[src/rtl/sdram_pkg.sv]
`default_nettype none
// ============================================================================
// sdram_pkg : shared SDRAM command codes, burst geometry and read-FSM states
// Rev 1.0
// ============================================================================
package sdram_pkg;

  localparam logic [3:0] CMD_READ   = 4'b0101;
  localparam logic [3:0] CMD_ACTIVE = 4'b0011;
  localparam logic [3:0] CMD_NOP    = 4'b0111;
  localparam logic [3:0] CMD_PRECH  = 4'b0010;

  localparam int BURST_LEN   = 4;
  localparam int BURST_TIMES = 1;

  typedef enum logic [2:0] {
    S_IDLE = 3'b001,
    S_TRIG = 3'b010,
    S_WAIT = 3'b100
  } rd_state_t;

endpackage
`default_nettype wire

[src/rtl/sdram_fifo_fwft.sv]
`default_nettype none
// ============================================================================
// sdram_fifo_fwft : first-word-fall-through FIFO with sticky overflow flag
// Rev 1.0
// ============================================================================
module sdram_fifo_fwft #(
  parameter int DATA_W = 16,
  parameter int DEPTH  = 16
) (
  input  logic                     clk,
  input  logic                     rst_n,
  input  logic                     push,
  input  logic [DATA_W-1:0]        din,
  input  logic                     pop_ready,
  output logic [DATA_W-1:0]        dout,
  output logic                     dout_valid,
  output logic [$clog2(DEPTH):0]   fill_level,
  output logic                     overflow
);

  localparam int AW = $clog2(DEPTH);
  localparam int LW = AW + 1;
  localparam logic [LW-1:0] FULL_LVL = LW'(DEPTH);

  logic [DATA_W-1:0] mem [DEPTH];
  logic [AW-1:0]     wr_ptr;
  logic [AW-1:0]     rd_ptr;
  logic [LW-1:0]     count;
  logic              empty;
  logic              full;
  logic              pop;
  logic              push_ok;

  assign empty   = (count == '0);
  assign full    = (count == FULL_LVL);
  assign pop     = pop_ready && !empty;
  // A pop in the same cycle frees the slot, so a push into a full FIFO still lands.
  assign push_ok = push && (!full || pop);

  always_ff @(posedge clk or negedge rst_n) begin
    if (!rst_n) begin
      wr_ptr   <= '0;
      rd_ptr   <= '0;
      count    <= '0;
      overflow <= 1'b0;
    end else begin
      if (push_ok) wr_ptr <= wr_ptr + 1'b1;
      if (pop)     rd_ptr <= rd_ptr + 1'b1;
      case ({push_ok, pop})
        2'b10:   count <= count + 1'b1;
        2'b01:   count <= count - 1'b1;
        default: count <= count;
      endcase
      if (push && !push_ok) overflow <= 1'b1;
    end
  end

  always_ff @(posedge clk) begin
    if (push_ok) mem[wr_ptr] <= din;
  end

  // Storage is not reset, so the head is masked to zero while empty.
  assign dout       = empty ? '0 : mem[rd_ptr];
  assign dout_valid = !empty;
  assign fill_level = count;

endmodule
`default_nettype wire

[src/rtl/sdram_rd_buffer.sv]
`default_nettype none
// ============================================================================
// sdram_rd_buffer : captures SDRAM read data into a FWFT FIFO and paces read_trig
// Rev 1.0
// ============================================================================
module sdram_rd_buffer
  import sdram_pkg::*;
#(
  parameter int DATA_W         = 16,
  parameter int DEPTH          = 16,
  parameter int WORDS_PER_TRIG = BURST_LEN * BURST_TIMES,
  parameter int TRIG_HOLD      = 4,
  parameter int TIMEOUT        = 1023
) (
  input  logic                     sysclk_100M,
  input  logic                     rst_n,
  input  logic [DATA_W-1:0]        sdram_dq,
  input  logic                     data_vld,
  input  logic                     read_end,
  input  logic                     rd_en,
  output logic                     read_trig,
  output logic [DATA_W-1:0]        dout,
  output logic                     dout_valid,
  input  logic                     dout_ready,
  output logic [$clog2(DEPTH):0]   fill_level,
  output logic                     overflow,
  output logic                     timeout_err
);

  localparam int LW = $clog2(DEPTH) + 1;
  localparam int FW = $clog2(DEPTH) + 2;
  localparam int TW = $clog2(TRIG_HOLD);
  localparam int CW = $clog2(TIMEOUT + 1);

  localparam logic signed [FW-1:0] NEED      = FW'(WORDS_PER_TRIG);
  localparam logic        [TW-1:0] TRIG_LAST = TW'(TRIG_HOLD - 1);
  localparam logic        [CW-1:0] WAIT_LAST = CW'(TIMEOUT);

  rd_state_t             state;
  logic [TW-1:0]         trig_cnt;
  logic [CW-1:0]         wait_cnt;
  logic [LW-1:0]         inflight;
  logic signed [FW-1:0]  free;
  logic                  start;
  logic                  timeout_hit;

  sdram_fifo_fwft #(
    .DATA_W (DATA_W),
    .DEPTH  (DEPTH)
  ) u_fifo (
    .clk        (sysclk_100M),
    .rst_n      (rst_n),
    .push       (data_vld),
    .din        (sdram_dq),
    .pop_ready  (dout_ready),
    .dout       (dout),
    .dout_valid (dout_valid),
    .fill_level (fill_level),
    .overflow   (overflow)
  );

  // Words already promised by the engine count against free space, so a new
  // trigger is only issued when the whole transaction is guaranteed to fit.
  assign free        = FW'(DEPTH) - FW'(fill_level) - FW'(inflight);
  assign start       = (state == S_IDLE) && rd_en && (free >= NEED);
  assign timeout_hit = (state == S_WAIT) && !read_end && (wait_cnt == WAIT_LAST);

  always_ff @(posedge sysclk_100M or negedge rst_n) begin
    if (!rst_n) begin
      inflight <= '0;
    end else if (start) begin
      inflight <= LW'(WORDS_PER_TRIG);
    end else if (read_end || timeout_hit) begin
      inflight <= '0;
    end else if (data_vld && inflight != '0) begin
      inflight <= inflight - 1'b1;
    end
  end

  always_ff @(posedge sysclk_100M or negedge rst_n) begin
    if (!rst_n) begin
      state       <= S_IDLE;
      read_trig   <= 1'b0;
      trig_cnt    <= '0;
      wait_cnt    <= '0;
      timeout_err <= 1'b0;
    end else begin
      case (state)
        S_IDLE: begin
          if (start) begin
            state     <= S_TRIG;
            read_trig <= 1'b1;
            trig_cnt  <= '0;
          end
        end
        S_TRIG: begin
          // Held for TRIG_HOLD cycles so the engine's 2-FF edge detector sees it.
          if (trig_cnt == TRIG_LAST) begin
            state     <= S_WAIT;
            read_trig <= 1'b0;
            wait_cnt  <= '0;
          end else begin
            trig_cnt <= trig_cnt + 1'b1;
          end
        end
        S_WAIT: begin
          if (read_end) begin
            state    <= S_IDLE;
            wait_cnt <= '0;
          end else if (wait_cnt == WAIT_LAST) begin
            state       <= S_IDLE;
            wait_cnt    <= '0;
            timeout_err <= 1'b1;
          end else begin
            wait_cnt <= wait_cnt + 1'b1;
          end
        end
        default: begin
          state     <= S_IDLE;
          read_trig <= 1'b0;
        end
      endcase
    end
  end

endmodule
`default_nettype wire

[config.mk]
export PLATFORM = sky130hd
export DESIGN_NAME = sdram_rd_buffer
export DESIGN_NICKNAME = d
export VERILOG_FILES = /design/src/rtl/sdram_pkg.sv /design/src/rtl/sdram_fifo_fwft.sv /design/src/rtl/sdram_rd_buffer.sv
export SDC_FILE = /design/constraint.sdc
export NUM_CORES = 1
export LEC_CHECK = 0
export ABC_AREA = 1
export BUFFER_PORTS_ARGS = -buffer_cell sky130_fd_sc_hd__buf_4
export CORE_ASPECT_RATIO = 0.6
export CORE_MARGIN = 1.5
export CORE_UTILIZATION = 55
export DETAILED_ROUTE_END_ITERATION = 10
export PLACE_DENSITY = 0.82
export REMOVE_ABC_BUFFERS = 1
export SLEW_MARGIN = 5
export SYNTH_ARGS = -nofsm -noshare
export SYNTH_HDL_FRONTEND = slang
export SYNTH_SLANG_ARGS = --single-unit
export TNS_END_PERCENT = 20
[constraint.sdc]
create_clock -name sysclk_100M -period 4.6 [get_ports sysclk_100M]
set_input_delay 0.46 -clock sysclk_100M [delete_from_list [all_inputs] [get_ports sysclk_100M]]
set_output_delay 0.46 -clock sysclk_100M [all_outputs]
set_load 0.005 [all_outputs]
==> metrics.csv, run 1 <==
metric;value;unit
Syn Area/Cell;11.3;um^2
Slew Viols, Final;0;
Non-Filler Instances;1465;
Synth top area share;0.616;
First DRT Iteration DRCs;1250;
Cells after DPL;1416;
largest cells by area after synthesis;edfxtp_1, nand2_1, dfrtp_1;
synthesis-to-finish area growth;11.0;%
final core utilization;0.625;
worst skew pair latency;0.53;ns
Setup Skew;0.0125;ns
Via density;5.78;
DP HPWL;16700;um
Pwr Density;642;nW/um^2
CP delay by family, top;buffers and inverters;
largest family of logic cells by synthesized area;simple AND/OR/NAND/NOR gates;
TritonRoute pass-1 iters;6;
area share of xor/xnor cells in the synthesized design;0.0112;
critical path class;flop to primary output;
Worst Setup End Kind;primary output;
biggest area consumer among synthesized cells;edfxtp_1;
R2R setup slack;1.85;ns
mux contribution to synthesized area;0.000802;
CORE AREA;22200;um^2
simple-gate share of the synthesized area;0.187;
Buf+Inv Stages, Crit Path;3;
total track usage;0.254;
clk buf depth;3;
Final GP Congestion;0.802;
Unique masters post-synth;33;
num rows;42;
WL final;29400;um
crit path time final;3.85;ns
Rel. slew slack;0.113;
Seq cells post-synth;292;
max-capacitance violation count;0;
HP Class;primary input to flop;
highest-delay cell along the critical path;dfrtp_1;
cell chain of the critical path;clkinv_1 -> buf_4 -> a21oi_1 -> o31ai_1 -> a21oi_1 -> buf_4;
total CTS buffers;26;
Root Buffer;clkbuf_16;
GRT Residual Overflow;0;
nets;1183;
largest stage delay on the critical path;0.85;ns
CP Max Fanout;38;
yosys warns;0;
period utilization;0.838;
Compound-Gate Fraction of Synth Area;0.0474;
fmax;259;MHz
Adder-Cell Fraction of Synth Area;0.0253;
ANT cells;0;
Die X-Extent;198;um
post-synthesis cell count;1108;
static leakage;0.00532;uW
I/O pin cnt;47;
initial antenna violation count;0;
clk sink count;292;
Die ar.;23600;um^2
Post-route DRC;0;
die height;120;um
CP arrival;3.39;ns
Startpoint Class;flop;
port bufs;46;
H-Tree Depth;1;
Peak supply drop;0.000390;V
Initial Util;0.563;
largest net degree at the start of global routing;91;
layout cell share with drive strength beyond 1;0.108;
CTS tree;built;
Worst-Margin Slew;1.33;ns
CP required;4.14;ns
Vias;8470;
Cell Area, Synth;12500;um^2
Hold Vio Cnt, Final;0;
Routed Antenna Nets;0;
first-pass GRT wire length;45500;um
vias in the first global route;8109;
outcome;completed;
register clock-pin slew on the reported worst setup and hold paths;0.06;ns
RSZ-0062 raised after global routing;false;
postcts setup bufs;0;
Finish-stage setup viols;0;
register area share after synthesis;0.688;
Routed WL per cell;20.0;um
cell families (layout without fill, tap and decap cells):
kind of cell,Yosys count,count (layout)
muxes,1,1
buffers and inverters,105,154
adders and majority gates,24,24
and+or+nand+nor,563,563
xor gates and xnor gates,16,16
DFF,292,292
AOI/OAI and AO/OA,107,107
routing by layer:
layer | up-vias | wire length, um | track usage
li1 | 3871 | - | -
met1 | 4068 | 12500 | 0.384
met2 | 480 | 13200 | 0.385
met3 | 51 | 3110 | 0.0424
met4 | 0 | 519 | 0.0673
met5 | - | 0 | 0
registers in the layout, summed over array words and instances (netlist names):
| register | cells |
|---|---|
| timeout_err | 1 |
| inflight | 5 |
| u_fifo.wr_ptr | 4 |
| wait_cnt | 10 |
| read_trig | 1 |
| u_fifo.rd_ptr | 4 |
| trig_cnt | 2 |
| u_fifo.overflow | 1 |
| u_fifo.mem | 256 |
| u_fifo.fill_level | 5 |
| state | 3 |
stage by stage:
step	setup slack, ns	area [um^2]	hold slack [ns]	power, uW	TNS [ns]
after detailed placement	1.36	13000	0.454	6730	0
final	0.745	13900	0.160	8890	0
after global routing	0.581	13900	0.155	9410	0
after CTS	0.776	13900	0.145	8880	0
after global placement	1.34	13000	0.439	6600	0
after floorplan	-0.0610	12200	0.164	5500	-0.977
report_power, final:
part,total [uW],switching [uW],internal (uW)
clock,2140,948,1190
combinational,3280,2190,1100
sequential,3470,241,3230
worst paths after layout:
| check | start | to | depth (start not counted) |
|---|---|---|---|
| min reg2reg | timeout_err | timeout_err | 1 |
| min in group asynchronous | rst_n | state[1] | 2 |
| min | read_end | wait_cnt[4] | 2 |
| max in group asynchronous | rst_n | u_fifo.rd_ptr[0] | 2 |
| max | u_fifo.rd_ptr[2] | dout[13] | 6 |
| max reg2reg | u_fifo.fill_level[1] | u_fifo.mem[2][12] | 6 |
layout by cell type, fill, tap and decap left out, drive strengths merged, types with 2 or more instances in the layout:
| cell | Yosys | final |
|---|---|---|
| xnor2 | 3 | 3 |
| nand4 | 2 | 2 |
| fa | 2 | 2 |
| xor2 | 13 | 13 |
| nor2 | 71 | 71 |
| a21oi | 56 | 56 |
| inv | 52 | 52 |
| buf | 35 | 53 |
| o21ai | 30 | 30 |
| edfxtp | 256 | 256 |
| dfrtp | 35 | 35 |
| bufinv | 0 | 2 |
| or2 | 3 | 3 |
| nor3 | 8 | 8 |
| o31ai | 16 | 16 |
| clkbuf | 18 | 31 |
| nand2 | 335 | 335 |
| clkinv | 0 | 14 |
| ha | 22 | 22 |
| nand3 | 144 | 144 |
final cells by class:
type	instances	area (um^2)
repair buffers	54	420
multi-input cells	711	3430
flip-flops and latches	292	8590
clock buffers	31	691
well taps	308	385
clock inverters	17	140
fillers	1645	8320
inverters	52	196
synth_stat cells:
master,n
a21oi_2,1
a21o_1,1
edfxtp_1,256
clkbuf_1,18
o21bai_1,1
ha_1,22
a21boi_0,1
nand2_2,3
buf_4,12
a21oi_1,55
dfstp_2,1
nor3_1,6
buf_1,3
xnor2_1,3
nand4_1,2
fa_1,2
xor2_1,13
nand3_1,144
buf_6,6
or2_2,3
nor2_1,70
nor2_2,1
o31ai_1,16
nor3_2,2
inv_1,46
o32ai_1,1
o22ai_1,1
dfrtp_1,35
buf_2,14
mux2i_1,1
nand2_1,332
inv_2,6
o21ai_0,30
what timing repair did:
item | CTS | global route
hold buffers | 1 | 0
endpoints found under the setup margin | 0 | 0
resized for setup | 0 | 0
hold endpoints to repair | 35 | 0
Note: power is estimated with default switching activity, not from simulation.
==> run 2: changes to the inputs <==
==> constraint.sdc (replaced) <==
create_clock -name sysclk_100M -period 3.95 [get_ports sysclk_100M]
set_input_delay 0.395 -clock sysclk_100M [delete_from_list [all_inputs] [get_ports sysclk_100M]]
set_output_delay 0.395 -clock sysclk_100M [all_outputs]
set_load 0.005 [all_outputs]
==> run 2 against run 1 <==
Compared with the run above: die area is the same; flip-flop and latch count unchanged; worst hold slack got worse by 0.042 ns; register-to-register slack lost 0.41 ns; critical path type unchanged; largest power group is now combinational logic.
==> metrics.csv, run 2 (synthesized netlist as in run 1, its figures left out) <==
metric;value;unit;change
most frequent CP cell;buf_4;;
Rel. slew slack;0.294;;+0.181
max reg flops;256;;unchanged
vias in the first global route;8135;;+0.32%
nets;1203;;+1.7%
register clock-pin slew on the reported worst setup and hold paths;0.06;ns;about the same
clk buf depth;3;;unchanged
clock share of power;0.223;;-0.017
Via density;5.71;;-1.2%
Slew Viols, Final;0;;unchanged
period utilization;0.786;;
crit path time final;3.10;ns;
Internal Power;6360;uW;+15%
RSZ-0062 raised after global routing;false;;
First DRT Iteration DRCs;1093;;-13%
postcts setup bufs;0;;unchanged
initial antenna violation count;0;;unchanged
synthesis-to-finish area growth;11.6;%;
Vias;8451;;-0.22%
H-Tree Depth;1;;unchanged
highest-count cells in the layout ignoring fill and taps;nand2_1, edfxtp_1, nand3_1;;
ANT cells;0;;unchanged
critical path class;flop to primary output;;
sw frac;0.378;;-0.00133
Non-Filler Instances;1479;;+0.96%
Setup Skew;0.00873;ns;-0.00375 ns
clk sink count;292;;unchanged
Routed Antenna Nets;0;;unchanged
sequential group share of total power;0.385;;-0.006
Die ar.;23600;um^2;unchanged
Pwr Density;734;nW/um^2;+14%
outcome;completed;;
first-pass GRT wire length;44900;um;-1.4%
CP required;3.56;ns;-0.58 ns
Post-route DRC;0;;unchanged
setup TNS;0;ns;unchanged
largest stage delay on the critical path;0.75;ns;-0.10 ns
cell chain of the critical path;buf_4 -> o21ai_0 -> nor2_1 -> o31ai_1 -> a21oi_1 -> buf_4;;
Final GP Congestion;0.834;;+4.0%
Root Buffer;clkbuf_16;;
Hold Vio Cnt, Final;0;;unchanged
layout cell share with drive strength beyond 1;0.118;;+0.00981
largest net degree at the start of global routing;83;;-8.8%
max-capacitance violation count;0;;unchanged
WL final;28500;um;-3.1%
CP delay by family, top;buffers and inverters;;
highest-delay cell along the critical path;buf_4;;
CP arrival;2.71;ns;-0.68 ns
Die X-Extent;198;um;unchanged
Largest Register;u_fifo.mem;;
Peak supply drop;0.000424;V;+8.7%
port bufs;46;;unchanged
Routed WL per cell;19.2;um;-4.0%
Cells after DPL;1435;;+1.3%
CP Max Fanout;82;;+120%
hold buffer count at CTS;1;;unchanged
Psw;3870;uW;+15%
TritonRoute pass-1 iters;5;;-1
die height;120;um;unchanged
fmax;322;MHz;
num rows;42;;unchanged
CTS tree;built;;
GRT Residual Overflow;0;;unchanged
static leakage;0.00538;uW;+1.1%
Buf+Inv Stages, Crit Path;2;;-1
HP Class;primary input to flop;;
CORE AREA;22200;um^2;unchanged
total track usage;0.248;;-0.00641
CTS resizes;0;;unchanged
filler instances;1694;;+3.0%
Worst-Margin Slew;1.06;ns;-0.272 ns
Worst Setup End Kind;primary output;;
biggest regs;u_fifo.mem (256), wait_cnt (10);;
Initial Util;0.563;;unchanged
commonest non-fill, non-tap cell in the layout;nand2_1;;
Startpoint Class;flop;;
logic gate share of total power;0.391;;+0.022
I/O pin cnt;47;;unchanged
worst skew pair latency;0.52;ns;about the same
total CTS buffers;27;;+3.8%
DP HPWL;16300;um;-2.4%
Finish-stage setup viols;0;;unchanged
## run 2: cell count changes in the layout (fill, tap and decap cells not counted)
| cell | previous run | this run |
|---|---|---|
| clkbuf_1 | 4 | 7 |
| buf_12 | 1 | 2 |
| clkinvlp_2 | 0 | 1 |
| clkinvlp_4 | 1 | 0 |
| clkinv_2 | 5 | 3 |
| inv_6 | 2 | 0 |
| buf_4 | 52 | 70 |
| bufinv_16 | 2 | 0 |
| clkinv_1 | 8 | 6 |
## run 2: stage by stage
| step | total power (uW) | hold slack [ns] | instance area, um^2 | util | setup WS, ns |
|---|---|---|---|---|---|
| after floorplan | 6400 | 0.0994 | 12200 | - | -0.646 |
| after global placement | 7780 | 0.383 | 13200 | 0.594 | 1.47 |
| after detailed placement | 7920 | 0.384 | 13200 | 0.594 | 1.43 |
| after CTS | 10200 | 0.110 | 13900 | 0.628 | 0.898 |
| after global routing | 10800 | 0.122 | 13900 | 0.628 | 0.744 |
| final | 10200 | 0.118 | 13900 | 0.628 | 0.846 |
## run 2: cell type report
| class | instances | area, um^2 | share of cell area |
|---|---|---|---|
| clock inverter | 9 | 42.5 | 0.00305 |
| tap | 308 | 385 | 0.0277 |
| sequential | 292 | 8590 | 0.617 |
| multi-input combinational | 711 | 3430 | 0.246 |
| timing repair buffer | 73 | 576 | 0.0413 |
| inverter | 52 | 196 | 0.0141 |
| clock buffer | 34 | 702 | 0.0504 |
## run 2: power groups by stage
stage	registers, uW	logic (uW)	clock network, uW
floorplan	4160	2240	0
global placement	3980	3810	0
detailed placement	4000	3930	0
CTS	3930	3980	2300
global route	3970	4430	2430
finish	3940	4000	2280
## run 2: metal layers
layer | vias up | global-route usage | share of wire
met3 | 54 | 0.0427 | 0.087
met5 | - | 0 | 0
met2 | 408 | 0.391 | 0.46
li1 | 3908 | - | -
met1 | 4081 | 0.361 | 0.43
met4 | 0 | 0.0625 | 0.021
## run 2: final timing paths
path                                       from              endpoint  slack, ns  cells after the start
max                            u_fifo.rd_ptr[1]              dout[13]       0.85                      6
min                                    read_end           wait_cnt[4]       0.12                      2
min in group asynchronous                 rst_n           wait_cnt[0]       0.38                      2
min reg2reg                         timeout_err           timeout_err       0.48                      1
max in group asynchronous                 rst_n      u_fifo.rd_ptr[0]       3.20                      2
max reg2reg                u_fifo.fill_level[1]  u_fifo.fill_level[3]       1.44                     14
==> run 3: changes to the inputs <==
--- a/config.mk
+++ b/config.mk
@@ -11,7 +11,7 @@
 export CORE_MARGIN = 1.5
 export CORE_UTILIZATION = 55
 export DETAILED_ROUTE_END_ITERATION = 10
-export PLACE_DENSITY = 0.82
+export PLACE_DENSITY = 0.85
 export REMOVE_ABC_BUFFERS = 1
 export SLEW_MARGIN = 5
 export SYNTH_ARGS = -nofsm -noshare
==> constraint.sdc (replaced) <==
create_clock -name sysclk_100M -period 2.71 [get_ports sysclk_100M]
set_input_delay 0.271 -clock sysclk_100M [delete_from_list [all_inputs] [get_ports sysclk_100M]]
set_output_delay 0.271 -clock sysclk_100M [all_outputs]
set_load 0.005 [all_outputs]
==> run 3 against run 2 <==
Compared with the run above: total power is 52% higher; clock skew is 0.0022 ns higher; die area stayed put; worst setup slack worse by 0.82 ns; flip-flop and latch count stayed put; clock power is 53% higher; sequential power is 46% higher; core utilization is 1.6 points higher; via count is 2.4% higher; worst hold slack worse by 0.064 ns; wire length is 4.2% higher; clock-buffer cell count is 2 lower; highest routed layer unchanged.
==> metrics.csv, run 3 (synthesized netlist as in run 1, its figures left out) <==
metric;value;unit;change
final worst slack;0.0231;ns;-0.823 ns
WL final;29700;um;+4.2%
synthesis-to-finish area growth;14.4;%;
static leakage;0.00556;uW;+3.3%
final core utilization;0.644;;+0.0158
vias in the first global route;8248;;+1.4%
Hold Vio Cnt, Final;0;;unchanged
Largest Register;u_fifo.mem;;
commonest non-fill, non-tap cell in the layout;nand2_1;;
max-capacitance violation count;0;;unchanged
Non-Filler Instances;1505;;+1.8%
critical path class;flop to primary output;;
I/O pin cnt;47;;unchanged
Routed Antenna Nets;0;;unchanged
H-Tree Depth;1;;unchanged
clk buf depth;3;;unchanged
pre-CTS setup slack;0.215;ns;-1.22 ns
largest net degree at the start of global routing;55;;-34%
crit path time final;2.69;ns;
Overall Power;15500;uW;+52%
Internal Power;9640;uW;+52%
register clock-pin slew on the reported worst setup and hold paths;0.07;ns;about the same
total CTS buffers;26;;-3.7%
Startpoint Class;flop;;
HP Class;primary input to flop;;
CP required;2.44;ns;-1.12 ns
die height;120;um;unchanged
ANT cells;0;;unchanged
R2R setup slack;0.23;ns;-1.21 ns
filler instances;1597;;-5.7%
Die X-Extent;198;um;unchanged
Register Area;8590;um^2;unchanged
RSZ-0062 raised after global routing;true;;
max reg flops;256;;unchanged
Final GP Congestion;0.818;;-1.9%
Vias;8657;;+2.4%
Cells after DPL;1451;;+1.1%
logic gate share of total power;0.405;;+0.014
nets;1223;;+1.7%
period utilization;0.991;;
clock share of power;0.225;;+0.002
Post-route DRC;0;;unchanged
first-pass GRT wire length;45000;um;+0.34%
CP Max Fanout;54;;-34%
Finish-stage setup viols;0;;unchanged
sw frac;0.379;;+0.000797
Worst Setup End Kind;primary output;;
biggest regs;u_fifo.mem (256), wait_cnt (10);;
Via density;5.75;;+0.67%
CORE AREA;22200;um^2;unchanged
Initial Util;0.563;;unchanged
Psw;5890;uW;+52%
fmax;372;MHz;
port bufs;46;;unchanged
num rows;42;;unchanged
CP arrival;2.42;ns;-0.29 ns
Root Buffer;clkbuf_16;;
Pwr Density;1090;nW/um^2;+48%
Rel. slew slack;0.508;;+0.214
initial antenna violation count;0;;unchanged
Slew Viols, Final;0;;unchanged
Setup Skew;0.0110;ns;+0.00223 ns
highest-count cells in the layout ignoring fill and taps;nand2_1, edfxtp_1, nand3_1;;
First DRT Iteration DRCs;1202;;+10%
DP HPWL;17600;um;+8.5%
GRT Residual Overflow;0;;unchanged
layout cell share with drive strength beyond 1;0.137;;+0.0192
Worst-Margin Slew;0.737;ns;-0.321 ns
Multi-input gate area;3450;um^2;+0.55%
sequential group share of total power;0.371;;-0.014
worst skew pair latency;0.53;ns;about the same
Peak supply drop;0.000677;V;+60%
TritonRoute pass-1 iters;5;;unchanged
Die ar.;23600;um^2;unchanged
clk sink count;292;;unchanged
Routed WL per cell;19.7;um;+2.4%
CTS tree;built;;
total track usage;0.251;;+0.00353
outcome;completed;;
## run 3: cell count changes in the layout (fill, tap and decap cells not counted), moves of 2 or more
cell / delta
a21oi_1: -3
clkbuf_1: -2
dlygate4sd3_1: +2
buf_4: +11
buf_16: +2
buf_12: +4
a21oi_2: +3
clkinv_1: +4
## run 3: power by group through the flow
stage	Combinational [uW]	Clock, uW	Sequential (uW)
floorplan	3270	0	6070
global placement	5750	0	5820
detailed placement	5960	0	5850
CTS	6040	3520	5760
global route	6870	3690	5800
finish	6280	3490	5760
## run 3: worst paths after layout
check / startpoint / endpoint / cells past startpoint
max in group asynchronous: rst_n / u_fifo.rd_ptr[0] / 2
hold reg to reg: timeout_err / timeout_err / 1
setup / recovery: u_fifo.rd_ptr[0] / dout[9] / 9
min in group asynchronous: rst_n / timeout_err / 2
hold / removal: sdram_dq[15] / u_fifo.mem[7][15] / 1
setup reg to reg: u_fifo.fill_level[1] / u_fifo.fill_level[4] / 16
## run 3: repair_timing
item	in CTS	in global routing
hold buffers	3	0
setup buffers	0	2
pin swaps	0	0
cloned	0	1
endpoints found under the setup margin	3	13
endpoints found under the hold margin	37	0
gates resized for setup	3	7
## run 3: metrics by stage
stage          instance area [um^2]  TNS [ns]  hold WS [ns]
2_1_floorplan                 12200    -30.03       -0.0246
3_3_place_gp                  13400         0         0.263
3_5_place_dp                  13400         0         0.251
4_1_cts                       14200   -0.0733        0.0362
5_1_grt                       14300    -0.153        0.0525
6_report                      14300         0        0.0540
## run 3: final cells by class
type	instances	share of cell area
inverters	52	0.0138
clock inverters	16	0.00718
clock buffers	32	0.0486
multi-input cells	711	0.242
repair buffers	94	0.0598
well taps	308	0.0270
flip-flops and latches	292	0.602
## run 3: layer usage
metal | vias up | routed length [um] | GRT usage
met1 | 4099 | 12100 | 0.363
met4 | 0 | 794 | 0.0811
li1 | 3958 | - | -
met5 | - | 0 | 0
met3 | 73 | 3350 | 0.0509
met2 | 527 | 13400 | 0.387
## run 3: worst max-delay path: stages, from the launching register on
cell	delay, ns
dfrtp_4	0.51
inv_4	0.13
buf_12	0.26
nand2_1	0.08
nand3_1	0.08
nand2_1	0.06
a21oi_1	0.15
o31ai_1	0.10
a21oi_1	0.32
buf_4	0.19
